<file path="src/rtl/udm_uart_rx.sv">
// udm_uart_rx
// UART receive front end for the UDM debug path. The rx_i pin is synchronised,
// 8N1 frames are detected and validated at a run-time bit divider, and each
// received byte is buffered in a small FIFO. The FIFO is drained through a
// valid/ready handshake.
//
// Ports:
//   clk_i        system clock
//   srst_i       synchronous reset, active-high
//   divider_i    clock cycles per UART bit (values below 4 behave as 4)
//   rx_i         asynchronous serial input, idle high
//   rdata_o      byte at the FIFO head (0 while the FIFO is empty)
//   rvalid_o     FIFO holds at least one byte
//   rready_i     consumer takes rdata_o when rvalid_o is high
//   busy_o       a frame is in progress (receiver not idle)
//   frame_err_o  one-cycle pulse: the stop bit was sampled low
//   overflow_o   one-cycle pulse: a good byte was dropped because the FIFO was full
module udm_uart_rx #(
    parameter int DIV_WIDTH   = 16,
    parameter int FIFO_DEPTH  = 4,
    parameter int SYNC_STAGES = 2
) (
    input  logic                 clk_i,
    input  logic                 srst_i,
    input  logic [DIV_WIDTH-1:0] divider_i,
    input  logic                 rx_i,
    output logic [7:0]           rdata_o,
    output logic                 rvalid_o,
    input  logic                 rready_i,
    output logic                 busy_o,
    output logic                 frame_err_o,
    output logic                 overflow_o
);

    localparam int PTR_W = $clog2(FIFO_DEPTH);
    localparam int CNT_W = PTR_W + 1;

    typedef enum logic [2:0] {
        ST_IDLE,
        ST_START,
        ST_DATA,
        ST_STOP,
        ST_BREAK
    } state_e;

    logic [SYNC_STAGES-1:0] sync_q;
    logic                   rx_s;

    state_e                 state_q;
    logic [DIV_WIDTH-1:0]   cnt_q;
    logic [DIV_WIDTH-1:0]   div_l_q;
    logic [2:0]             bit_idx_q;
    logic [7:0]             shift_q;
    logic                   frame_err_q;

    logic [DIV_WIDTH-1:0]   div_eff;
    logic [DIV_WIDTH-1:0]   half_m1;
    logic [DIV_WIDTH-1:0]   full_m1;
    logic                   stop_sample;
    logic                   push;

    logic [7:0]             mem_q [FIFO_DEPTH];
    logic [PTR_W-1:0]       wptr_q, wptr_d;
    logic [PTR_W-1:0]       rptr_q, rptr_d;
    logic [CNT_W-1:0]       count_q, count_d;
    logic                   overflow_q;
    logic                   full;
    logic                   pop;
    logic                   do_push;

    // Synchroniser: reset to the idle level so a reset never fakes a start bit.
    always_ff @(posedge clk_i) begin
        if (srst_i) begin
            sync_q <= '1;
        end else begin
            sync_q <= {sync_q[SYNC_STAGES-2:0], rx_i};
        end
    end

    assign rx_s = sync_q[SYNC_STAGES-1];

    // Divider floor of 4 keeps the half-bit count at least 2 cycles.
    assign div_eff     = (divider_i < DIV_WIDTH'(4)) ? DIV_WIDTH'(4) : divider_i;
    assign half_m1     = (div_l_q >> 1) - DIV_WIDTH'(1);
    assign full_m1     = div_l_q - DIV_WIDTH'(1);
    assign stop_sample = (state_q == ST_STOP) && (cnt_q == full_m1);
    assign push        = stop_sample && rx_s;

    // Frame FSM. The start bit is checked at its middle, then every later bit
    // is a full bit period on, so all samples land mid-bit.
    always_ff @(posedge clk_i) begin
        if (srst_i) begin
            state_q     <= ST_IDLE;
            cnt_q       <= '0;
            div_l_q     <= DIV_WIDTH'(4);
            bit_idx_q   <= '0;
            shift_q     <= '0;
            frame_err_q <= 1'b0;
        end else begin
            frame_err_q <= 1'b0;
            case (state_q)
                ST_IDLE: begin
                    if (!rx_s) begin
                        state_q <= ST_START;
                        cnt_q   <= '0;
                        div_l_q <= div_eff;
                    end
                end
                ST_START: begin
                    if (cnt_q == half_m1) begin
                        cnt_q     <= '0;
                        bit_idx_q <= '0;
                        state_q   <= rx_s ? ST_IDLE : ST_DATA;
                    end else begin
                        cnt_q <= cnt_q + DIV_WIDTH'(1);
                    end
                end
                ST_DATA: begin
                    if (cnt_q == full_m1) begin
                        cnt_q     <= '0;
                        shift_q   <= {rx_s, shift_q[7:1]};
                        bit_idx_q <= bit_idx_q + 3'd1;
                        if (bit_idx_q == 3'd7) begin
                            state_q <= ST_STOP;
                        end
                    end else begin
                        cnt_q <= cnt_q + DIV_WIDTH'(1);
                    end
                end
                ST_STOP: begin
                    if (cnt_q == full_m1) begin
                        cnt_q <= '0;
                        if (rx_s) begin
                            state_q <= ST_IDLE;
                        end else begin
                            frame_err_q <= 1'b1;
                            state_q     <= ST_BREAK;
                        end
                    end else begin
                        cnt_q <= cnt_q + DIV_WIDTH'(1);
                    end
                end
                ST_BREAK: begin
                    // A held-low line stays here so it reports only one error.
                    if (rx_s) begin
                        state_q <= ST_IDLE;
                    end
                end
                default: begin
                    state_q <= ST_IDLE;
                end
            endcase
        end
    end

    // A push into a full FIFO still succeeds when the head is popped in the same cycle.
    assign full     = (count_q == CNT_W'(FIFO_DEPTH));
    assign rvalid_o = (count_q != '0);
    assign pop      = rvalid_o && rready_i;
    assign do_push  = push && (!full || pop);

    // Next-state pointer and occupancy arithmetic.
    always_comb begin
        wptr_d  = wptr_q;
        rptr_d  = rptr_q;
        count_d = count_q;
        if (do_push) begin
            wptr_d = wptr_q + PTR_W'(1);
        end
        if (pop) begin
            rptr_d = rptr_q + PTR_W'(1);
        end
        case ({do_push, pop})
            2'b10:   count_d = count_q + CNT_W'(1);
            2'b01:   count_d = count_q - CNT_W'(1);
            default: count_d = count_q;
        endcase
    end

    // FIFO bookkeeping and the overflow pulse.
    always_ff @(posedge clk_i) begin
        if (srst_i) begin
            wptr_q     <= '0;
            rptr_q     <= '0;
            count_q    <= '0;
            overflow_q <= 1'b0;
        end else begin
            wptr_q     <= wptr_d;
            rptr_q     <= rptr_d;
            count_q    <= count_d;
            overflow_q <= push && full && !pop;
        end
    end

    // Storage needs no reset; the head is masked while the FIFO is empty.
    always_ff @(posedge clk_i) begin
        if (do_push) begin
            mem_q[wptr_q] <= shift_q;
        end
    end

    assign rdata_o     = rvalid_o ? mem_q[rptr_q] : 8'h00;
    assign busy_o      = (state_q != ST_IDLE);
    assign frame_err_o = frame_err_q;
    assign overflow_o  = overflow_q;

endmodule
</file>
<file path="config.mk">
export PLATFORM = sky130hd
export DESIGN_NAME = udm_uart_rx
export DESIGN_NICKNAME = d
export VERILOG_FILES = /design/src/rtl/udm_uart_rx.sv
export SDC_FILE = /design/constraint.sdc
export NUM_CORES = 1
export LEC_CHECK = 0
export CAP_MARGIN = 0
export CORE_MARGIN = 2
export CORE_UTILIZATION = 40
export CTS_CLUSTER_DIAMETER = 60
export DETAILED_ROUTE_END_ITERATION = 10
export GPL_TIMING_DRIVEN = 0
export PLACE_DENSITY_LB_ADDON = 0.12
export SLEW_MARGIN = 20
export SYNTH_ARGS = -nofsm -noshare
export SYNTH_HDL_FRONTEND = slang
export SYNTH_SLANG_ARGS = --single-unit
</file>
<file path="constraint.sdc">
create_clock -name clk_i -period 3.9 [get_ports clk_i]
set_input_delay 0.78 -clock clk_i [delete_from_list [all_inputs] [get_ports clk_i]]
set_output_delay 0.78 -clock clk_i [all_outputs]
set_load 0.005 [all_outputs]
</file>
# Yosys cells after proc, flatten, opt, wreduce, memory -nomap -nowiden

Memories as Yosys holds them, arrays and structs flattened. A register that Yosys moved wholly into a read port is not among the register bits.
Index checks and enable logic that the tools add are counted.

Flip-flop bits (word level): 57
Bits in latches: 0
Bits in writable memories: 32
ROM bits: 0
Input bits: 20
Output and inout port bits: 12
Word-level logic and storage cells: 86
Memories kept: 1

Memory list:

| memory | depth | bits a word | read ports | clocked after Yosys merged registers in | write ports | RTL line | source |
|---|---|---|---|---|---|---|---|
| mem_q  | 4     | 8           | 1          | 1                                       | 1           | 62       | `logic [7:0] mem_q [FIFO_DEPTH];` |

$add $sub $neg: 8
$mul: 0
Div/mod/pow operators: 0
Order comparisons: 1
Eq/ne operators: 16
Shifts and indexed selects: 0
Mux-type cells: 24
Bitwise logic cells: 3
Reductions and logical operators: 22

Operators by type and width:

| kind                    | count |
|---|---|
| $mux W16                | 4 |
| $pmux W16 S3            | 1 |
| $eq A16 B16 Y1          | 2 |
| $mux W3                 | 9 |
| $add A16 B1 Y16 const B | 1 |
| $lt A16 B3 Y1 const B   | 1 |
| $sub A15 B1 Y16 const B | 1 |
| $sub A16 B1 Y16 const B | 1 |
| $pmux W3 S5             | 1 |
| $pmux W3 S2             | 2 |
| $ne A2 B2 Y1 const B    | 5 |
| $eq A3 B3 Y1 const B    | 3 |
| $reduce_bool A3 Y1      | 3 |
| $mux W8                 | 1 |
| $add A3 B1 Y3 const B   | 2 |
| $eq A3 B2 Y1 const B    | 2 |
| $logic_and A1 B1 Y1     | 6 |
| $mux W2                 | 3 |
| $reduce_and A2 Y1       | 3 |
| $reduce_and A6 Y1       | 1 |
| $add A2 B1 Y2 const B   | 2 |
| $reduce_bool A2 Y1      | 2 |
| $eq A3 B1 Y1 const B    | 1 |
| $logic_not A3 Y1        | 1 |
| 11 further kinds        | 16 |

# Depth between registers and ports, before layout

Gate-level depths: netlist of the first run.

Word-level depth: 7
Mapped depth: 15
Gate-level depth less buffers: 14

# Worst setup path before layout of the first run

No wires, ideal clock.

Path type: register to register
Start: reg div_l_q[2]
End: reg count_q[2]
Arrival: 3439 ps
Required time: 3794 ps
Path slack: 355 ps
Stages on the path, launching flop included: 16
Period minus slack after synthesis: 3545 ps
Cells stage by stage: dfxtp_1 inv_1 ha_1 nor4b_1 nand2_1 o311ai_1 nor2_1 a2111oi_0 and4_1 buf_4 nor2_1 fa_1 nor2b_1 nor3b_1 a21oi_1 o311ai_0

Cells in the longest elaborated chain, start to end: 7
Elaborated cells between the ends (all ways): 9
Those cells by class: 1 x add/sub; 3 x eq/ne; 1 x mux; 4 x reduce/logical

Ends and longest elaborated chain:

| item                                                     | RTL line | source |
|---|---|---|
| start, declared                                          | 51       | `logic [DIV_WIDTH-1:0] div_l_q;` |
| start signal, assigned                                   | 106      | `div_l_q <= div_eff;` |
| $sub A16 B1 Y16 (*)                                      | 85       | `assign full_m1 = div_l_q - DIV_WIDTH'(1);` |
| $eq A16 B16 Y1 (*)                                       | 86       | `assign stop_sample = (state_q == ST_STOP) && (cnt_q == full_m1);` |
| $logic_and A1 B1 Y1 (*)                                  | 86       |  |
| $logic_and A1 B1 Y1 (*)                                  | 87       | `assign push = stop_sample && rx_s;` |
| $logic_and A1 B1 Y1 (*)                                  | 160      | `assign do_push = push && (!full \|\| pop);` |
| $eq A2 B1 Y1 / $eq A2 B2 Y1 (equally long branches)      | 173      | `case ({do_push, pop})` |
| $pmux W3 S2 / $reduce_bool A2 Y1 (equally long branches) | -        |  |
| end signal, assigned                                     | 190      | `count_q <= count_d;` |
| end, declared                                            | 65       | `logic [CNT_W-1:0] count_q, count_d;` |

Mark *: on every way between the ends. The rest lies on a longest branch, timed or not.
A chain may end at the register's enable or synchronous reset.

# Worst setup path after layout of the first run

Ends and elaborated chain as after synthesis.

==> results.yml, run 1 <==
route:
  wl_mm: 12.24
  detail-route-antenna-nets: 0
  viasPerCell: 5.336
  drt_iter0_drc: 296
  vias: 4045
  wl_per_cell_um: 16.15
  drc: 0
  firstDrtPassIters: 4
cts:
  numCtsBuffers: 9
  clk_path_buf_depth: 2
  numClockSinks: 91
  ctsHoldBuffers: 0
  clock-root-buffer: "clkbuf_16"
  clkLatencyLatePin_ps: 350
  cts.htree.levels: 3
  cts_tree: "done"
  cts.clk_slew.worst_paths_ps: 60
yosys:
  yosysTopAreaCell: "dfxtp_1"
  syn_avg_cell_area_sq_um: 9.755
  ys_seq_elements: 91
  yosysTopAreaCellShare: 0.2259
  postSynthCellCount: 536
  ys_async_sr_fraction: 0
  syn_nets: 566
  netlist_area_sq_um: 5229
  yosysWarnings: 0
  synth_common_cells: "dfxtp_1, nand2_1, clkbuf_1"
  synthTopCellsByArea: "dfxtp_1, edfxtp_1, xnor2_1"
  synthDistinctLibCells: 75
  seq_area_frac_synth: 0.4097
  synth.most_common_cell: "dfxtp_1"
  synth_edf_count: 32
  synth_flop_cell: "dfxtp_1"
setup_path:
  reg2reg_depth: 17
  r2r_start: "div_l_q[2]"
  worstSetupStartpoint: "div_l_q[2]"
  cp.arrival_ps: 3920
  crit_path_cell_trace: "inv_1, ha_2, nor4b_4, buf_4, buf_4, a221o_1, o311ai_1, nor2_2, a2111oi_2, and4_1, buf_4, nor2_1, fa_1, nor2b_1, nor3b_1, a21oi_1, o311ai_0"
  r2r_end: "count_q[2]"
  cp-end-kind: "flip-flop"
  critical_path_buf_inv_count: 4
  crit_top_cell: "buf_4"
  start_kind: "flip-flop"
  cp_slowest_cell: "fa_1"
  critPathTopFamily: "compound AO/OA/AOI/OAI gates"
  crit_required_ps: 4140
  max_stage_delay_ps: 410
  critical_path_peak_fanout: 10
  criticalPathCategory: "flip-flop to flip-flop"
  rrSetupSlack_ps: 220
timing:
  setup_viol: 0
  clock_skew_ps: 8.543
  setup_tns_ps: 0
  finalMaxSlewViolations: 0
  setup_ws_ps: 219.3
  final.period_utilization: 0.9438
  hold_viol: 0
  max_slew_margin: 0.5463
  fmax_mhz: 271.7
  final.min_clock_period_ps: 3681
  rsz0062_at_grt: "true"
  tightest_slew_ps: 674.4
placed_design:
  port-buffer-count: 30
  placed_area_sq_um: 5744
  dp_hpwl_mm: 8.950
  dp_cells: 738
  pre_cts_ws_ps: -646.6
  gp_congestion: 0.8623
floorplanning:
  io_pins: 32
  start_util: 0.4127
  core-area_sq_um: 12670
  die_area_sq_um: 14000
  die_w_um: 118.3
  die_h_um: 118.3
  rows: 41
cells_and_area:
  drive_gt1_frac: 0.1433
  instances_no_fill: 758
  n_fill_cell: 1262
  diodes: 0
  finish.instance_area_sq_um: 6118
  layout-area-overhead-vs-synth_pct: 17.01
  final_util: 0.4829
  layout.nets: 611
grt:
  grt.total_usage: 0.1808
  grt_max_degree: 18
  grt_pass1_vias: 3967
  grt_pass1_wl_mm: 20.00
  overflow: 0
  antenna_found_initial: 0
power_and_ir_drop:
  ir_worst_vdd_mv: 0.1788
  leakage_nw: 2.042
  powerDensity_nw_per_um2: 331.6
hold_path:
  holdPathEnd: "sync_q[1]"
  min_from: "sync_q[0]"
  hp-class: "flip-flop to flip-flop"
  hold_path_depth: 1
run:
  cap_viol_max_count: 0
status:
  status: "finished, final reports clean"
==> worst max path at each step <==
stage,endpoint,depth (start not counted)
2_1_floorplan,count_q[2],15
3_3_place_gp,mem_q[0][4],10
3_5_place_dp,mem_q[0][4],10
4_1_cts,count_q[2],15
5_1_grt,count_q[2],14
6_report,count_q[2],17
==> flip-flops by register name (all words and copies together), names as in the netlist, named ones only <==
signal / flops
mem_q: 32
cnt_q: 16
div_l_q: 16
shift_q: 8
bit_idx_q: 3
count_q: 3
state_q: 3
rptr_q: 2
sync_q: 2
wptr_q: 2
frame_err_o: 1
overflow_o: 1
==> logic make-up after synthesis <==
kind of cell	synth area share
xor gates and xnor gates	0.06198
and+or+nand+nor	0.2388
AOI/OAI and AO/OA	0.1541
adders and majority gates	0.02537
muxes	0.06174
buffers and inverters	0.04833
DFF	0.4097
==> layer usage <==
layer  up-vias  part of all wire  track usage
met1      1952              0.45       0.2171
met3        12             0.026      0.03764
met4         0             0.015      0.06175
met5         -                 0            0
met2        42              0.51       0.3197
li1       2039                 -            -
==> layout make-up <==
| class | instances | area [sq um] | area share |
|---|---|---|---|
| Buffer | 44 | 201.4 | 0.03292 |
| Clock buffer | 10 | 229.0 | 0.03742 |
| Clock inverter | 6 | 53.80 | 0.008793 |
| Inverter | 14 | 52.55 | 0.008589 |
| Multi-Input combinational cell | 387 | 2892 | 0.4726 |
| Sequential cell | 91 | 2145 | 0.3505 |
| Tap cell | 172 | 215.2 | 0.03517 |
| Timing Repair Buffer | 34 | 330.3 | 0.05399 |
==> what timing repair did <==
action                                  in CTS  in global routing
endpoints found under the setup margin      60                 45
resized for setup                            6                 14
pin swaps                                    1                  2
setup buffers                                2                  2
cloned                                       0                  0
==> cells in the final DEF (no fill, tap or decap), drive strengths merged, types with 9 or more instances in the layout <==
master          n
clkdlybuf4s50  30
nor3           10
ha              9
nor2           29
edfxtp         32
and2           19
xor2           13
o21ai          12
or3            12
xnor2          24
nand3          20
a21oi          28
or2            10
nand2          54
clkbuf         45
buf            13
nor4           12
dfxtp          59
inv            19
mux2i          12
==> report_power, final <==
part	leakage, nW	internal, mW	switching, mW	total, mW
Clock	0.136	0.446	0.404	0.850
Sequential	0.773	0.982	0.00775	0.990
Combinational	1.13	0.0840	0.105	0.189
Total	2.04	1.51	0.517	2.03
==> per-stage QoR <==
step / power, mW / hold WS (ps)
3_3_place_gp: 1.189 / 401.6
3_5_place_dp: 1.191 / 399.8
2_1_floorplan: 1.133 / 389.5
6_report: 2.029 / 420.3
5_1_grt: 2.110 / 433.7
4_1_cts: 2.045 / 424.1
(Power assumes the default switching activity.)
==> inputs of run 2 (changes only) <==
--- a/config.mk
+++ b/config.mk
@@ -7,7 +7,7 @@
 export LEC_CHECK = 0
 export CAP_MARGIN = 0
 export CORE_MARGIN = 2
-export CORE_UTILIZATION = 40
+export CORE_UTILIZATION = 55
 export CTS_CLUSTER_DIAMETER = 60
 export DETAILED_ROUTE_END_ITERATION = 10
 export GPL_TIMING_DRIVEN = 0
==> run 2 against run 1 <==
  * Combinational power about the same
  * Wire length fell by 5.4%
  * Power shrank 5.5%
  * Clock skew grew 2.6 ps
  * Sequential share of layout area grew 0.58 points
  * Critical endpoint unchanged
  * Largest power group unchanged
==> results.yml, run 2 (synthesis results as in run 1) <==
status:
  status: "finished, final reports clean"
grt:
  use_met3: 0.03727
  antenna_found_initial: 0
  grt_use_met2: 0.4302
  overflow: 0
  grt_pass1_wl_mm: 19.06
  grt_pass1_vias: 4029
  grt.total_usage: 0.2361
  grt_max_degree: 18
  grt.busiest_layer: "met2"
  met1_usage: 0.2835
route:
  viasPerCell: 5.838
  wl_per_cell_um: 16.19
  wl_mm: 11.58
  vias: 4174
  detail-route-antenna-nets: 0
  drt_iter0_drc: 209
  drc: 0
  firstDrtPassIters: 6
setup_path:
  r2r_start: "div_l_q[2]"
  worstSetupStartpoint: "div_l_q[2]"
  cp-end-kind: "flip-flop"
  crit_required_ps: 4170
  start_kind: "flip-flop"
  critical_path_peak_fanout: 10
  criticalPathCategory: "flip-flop to flip-flop"
  cp.arrival_ps: 4010
placed_design:
  dp_hpwl_mm: 8.519
  gp_congestion: 0.8608
  port-buffer-count: 30
  pre_cts_ws_ps: -481.8
  dp_cells: 695
timing:
  tightest_slew_ps: 691.1
  final.period_utilization: 0.9583
  max_slew_margin: 0.5392
  rsz0062_at_grt: "true"
  hold_viol: 0
  fmax_mhz: 267.6
  setup_viol: 0
  final.min_clock_period_ps: 3737
  hold_ws_ps: 427.3
  setup_ws_ps: 162.7
  finalMaxSlewViolations: 0
  setup_tns_ps: 0
  clock_skew_ps: 11.18
cells_and_area:
  final_cell_mix: "dfxtp_1, nand2_1, clkbuf_1, edfxtp_1, clkdlybuf4s50_1"
  instances_no_fill: 715
  diodes: 0
  reg.largest.list: "mem_q (32), cnt_q (16), div_l_q (16)"
  n_fill_cell: 741
  largest_reg_flops: 32
  final_util: 0.6506
  regMostFlops: "mem_q"
  layout-area-overhead-vs-synth_pct: 14.98
  layout.nets: 611
  final_common_cell: "dfxtp_1"
  seq_area_sq_um: 2142
  drive_gt1_frac: 0.1433
  multi_input_area_sq_um: 2893
cts:
  numCtsBuffers: 9
  cts.clk_slew.worst_paths_ps: 100
  numClockSinks: 91
  cts_tree: "done"
  clk_path_buf_depth: 2
  cts.htree.levels: 3
  ctsHoldBuffers: 0
  clkLatencyLatePin_ps: 370
  clock-root-buffer: "clkbuf_8"
floorplanning:
  core-area_sq_um: 9240
  die_h_um: 101.5
  rows: 35
  die_area_sq_um: 10300
  io_pins: 32
  die_w_um: 101.5
  start_util: 0.5659
hold_path:
  min_from: "sync_q[0]"
  hp-class: "flip-flop to flip-flop"
power_and_ir_drop:
  leakage_nw: 2.016
  ir_worst_vdd_mv: 0.2049
  powerDensity_nw_per_um2: 318.8
run:
  cap_viol_max_count: 0
## run 2: routing by layer
metal,share of wire,routed length [um]
met3,0.035,409
met1,0.43,4947
met5,0,0
met4,0.019,215
met2,0.52,6004
## run 2: area by class of cell
cell class                      count  share of cell area
Buffer                             44             0.03351
Clock buffer                        9             0.02060
Clock inverter                      7             0.01790
Inverter                           14            0.008741
Multi-Input combinational cell    387              0.4812
Sequential cell                    91              0.3563
Tap cell                          129             0.02685
Timing Repair Buffer               34             0.05494
## run 2: repair_timing
action,in CTS,in global routing
gates resized for setup,5,13
setup endpoints to repair,58,39
pin swaps,0,2
setup buffers,0,4
## run 2: through the flow
stage,instance area [sq um],power [mW]
2_1_floorplan,5229,1.133
3_3_place_gp,5690,1.184
3_5_place_dp,5690,1.188
4_1_cts,5947,1.920
5_1_grt,6012,1.987
6_report,6012,1.916
## run 2: where the power goes
part | switching (mW) | total (mW) | internal [mW]
Combinational | 0.105 | 0.189 | 0.0840
Clock | 0.365 | 0.738 | 0.373
Sequential | 0.00776 | 0.989 | 0.982
## run 2: worst paths after layout
| path | end | slack (ps) | cells after the start |
|---|---|---|---|
| min | sync_q[1] | 430 | 1 |
| max | count_q[2] | 160 | 15 |
| max reg2reg | count_q[2] | 160 | 15 |
| min reg2reg | sync_q[1] | 430 | 1 |
## run 2: worst max-delay path, stage by stage, from the launching register on
cell and delay, ps:
dfxtp_1 390, inv_1 110, ha_2 250, nor4b_4 440
nand2_1 150, o311ai_2 310, nor2_2 130, a2111oi_2 340
and4_1 230, buf_4 180, nor2_1 80, fa_1 400
nor2b_1 150, nor3b_2 180, a21oi_1 50, o311ai_0 250
==> inputs of run 3 (changes only) <==
--- a/config.mk
+++ b/config.mk
@@ -9,8 +9,8 @@
 export CORE_MARGIN = 2
 export CORE_UTILIZATION = 55
 export CTS_CLUSTER_DIAMETER = 60
+export CTS_CLUSTER_SIZE = 14
 export DETAILED_ROUTE_END_ITERATION = 10
-export GPL_TIMING_DRIVEN = 0
 export PLACE_DENSITY_LB_ADDON = 0.12
 export SLEW_MARGIN = 20
 export SYNTH_ARGS = -nofsm -noshare
==> run 3 against run 2 <==
  * Clock-buffer cell count unchanged
  * Non-clock buffer count decreased by 28
  * Worst setup slack better by 99 ps
  * Power down 5.6%
  * First-iteration DRC count is 24% lower
  * Sequential power rose by 0.8%
  * Sequential share of layout area grew 0.97 points
  * Cell count shrank 3.9%
  * Critical path depth decreased by 4
  * Wire length down 1.7%
  * Largest power group unchanged
==> results.yml, run 3 (synthesis results as in run 1) <==
status:
  status: "finished, final reports clean"
power_and_ir_drop:
  powerDensity_nw_per_um2: 309.0
  power.share.clock: 0.353
  ir_worst_vdd_mv: 0.1552
  internal-power_mw: 1.318
  pwr-share-seq: 0.551
  leakage_nw: 1.984
  p_sw_frac: 0.2712
  combPwrFrac: 0.095
  p_sw_uw: 490.5
grt:
  grt_max_degree: 52
  overflow: 0
  use_met3: 0.04348
  grt_pass1_vias: 3759
  grt.total_usage: 0.2330
  grt.busiest_layer: "met2"
  grt_use_met2: 0.4028
  grt_pass1_wl_mm: 18.85
  met1_usage: 0.2939
  antenna_found_initial: 0
route:
  viasPerCell: 5.872
  wl_per_cell_um: 16.57
  detail-route-antenna-nets: 0
  firstDrtPassIters: 4
  drc: 0
  vias: 4034
  wl_mm: 11.38
  drt_iter0_drc: 159
placed_design:
  port-buffer-count: 31
  dp_hpwl_mm: 8.223
  pre_cts_ws_ps: 152.4
  gp_congestion: 0.9349
floorplanning:
  rows: 35
  io_pins: 32
  die_area_sq_um: 10300
  die_h_um: 101.5
  core-area_sq_um: 9240
  start_util: 0.5659
  die_w_um: 101.5
cts:
  ctsHoldBuffers: 0
  cts.htree.levels: 3
  numClockSinks: 91
  clkLatencyLatePin_ps: 370
  cts_tree: "done"
  clock-root-buffer: "clkbuf_8"
  cts.clk_slew.worst_paths_ps: 110
  numCtsBuffers: 9
  clk_path_buf_depth: 2
  cts_setup_buffers: 0
cells_and_area:
  final_cell_mix: "dfxtp_1, nand2_1, edfxtp_1, clkdlybuf4s50_1, nor2_1"
  layout.nets: 583
  diodes: 0
  drive_gt1_frac: 0.1416
  largest_reg_flops: 32
  layout-area-overhead-vs-synth_pct: 11.94
  regMostFlops: "mem_q"
  final_common_cell: "dfxtp_1"
  reg.largest.list: "mem_q (32), cnt_q (16), div_l_q (16)"
run:
  cap_viol_max_count: 0
timing:
  hold_ws_ps: 414.6
  setup_tns_ps: 0
  max_slew_margin: 0.4193
  tightest_slew_ps: 867.8
  finalMaxSlewViolations: 0
  clock_skew_ps: 12.99
  setup_viol: 0
  final.min_clock_period_ps: 3638
  hold_viol: 0
  fmax_mhz: 274.9
  setup_ws_ps: 261.9
  rsz0062_at_grt: "false"
  final.period_utilization: 0.9328
setup_path:
  cp-end-kind: "flip-flop"
  rrSetupSlack_ps: 260
  r2r_start: "div_l_q[1]"
  crit_required_ps: 4130
  cp.arrival_ps: 3870
  start_kind: "flip-flop"
  worstSetupStartpoint: "div_l_q[1]"
  critical_path_peak_fanout: 9
  crit_path_end: "cnt_q[12]"
  reg2reg_depth: 11
  r2r_end: "cnt_q[12]"
  criticalPathCategory: "flip-flop to flip-flop"
hold_path:
  hp-class: "flip-flop to flip-flop"
==> run 3: power by group through the flow <==
stage | Sequential [mW] | Clock (mW) | Combinational, mW
global placement | 1.02 | 0 | 0.167
CTS | 0.997 | 0.653 | 0.170
global route | 0.999 | 0.695 | 0.190
floorplan | 1.01 | 0 | 0.124
finish | 0.997 | 0.639 | 0.172
detailed placement | 1.02 | 0 | 0.169
==> run 3: area by class of cell <==
| cell class | instances | area (sq um) |
|---|---|---|
| Clock buffer | 9 | 123.9 |
| Inverter | 14 | 52.55 |
| Tap cell | 129 | 161.4 |
| Fill cell | 790 | 3387 |
| Multi-Input combinational cell | 387 | 2844 |
| Sequential cell | 91 | 2142 |
| Clock inverter | 7 | 81.33 |
| Timing Repair Buffer | 50 | 447.9 |
==> run 3: how the worst min path moves through the flow <==
stage	startpoint	to	cells after the start
finish	sync_q[0]	sync_q[1]	1
floorplan	sync_q[0]	sync_q[1]	1
global route	sync_q[0]	sync_q[1]	1
CTS	sync_q[0]	sync_q[1]	1
detailed placement	sync_q[0]	sync_q[1]	1
global placement	sync_q[0]	sync_q[1]	1
==> run 3: timing repair <==
| action | 4_1_cts | 5_1_grt |
|---|---|---|
| endpoints found under the setup margin | 0 | 10 |
| resized for setup | 0 | 3 |
| hold endpoints to repair | 0 | 0 |
==> run 3: metrics by stage <==
step | utilization | instance area [sq um] | cells | power [mW]
6_report | 0.6334 | 5853 | 687 | 1.808
3_5_place_dp | 0.6102 | 5638 | 671 | 1.187
4_1_cts | 0.6324 | 5843 | 687 | 1.820
2_1_floorplan | - | 5229 | 536 | 1.133
3_3_place_gp | 0.6102 | 5638 | 671 | 1.185
5_1_grt | 0.6334 | 5853 | 687 | 1.884
==> run 3: metal layers <==
layer  vias to the layer above  share of wire
met5                         -              0
met4                         0          0.022
met3                        19          0.042
met2                        82           0.51
met1                      1943           0.43
li1                       1990              -
==> run 3: worst max-delay path, cell delays in order, from the launching register on <==
cell and delay (ps):
dfxtp_1 370, inv_1 100, ha_1 240, or4b_4 530, nor3_1 190, a21oi_1 120, or4_1 520, nor4_2 250
a21o_1 230, and2_4 210, or2_1 590, o311ai_4 140
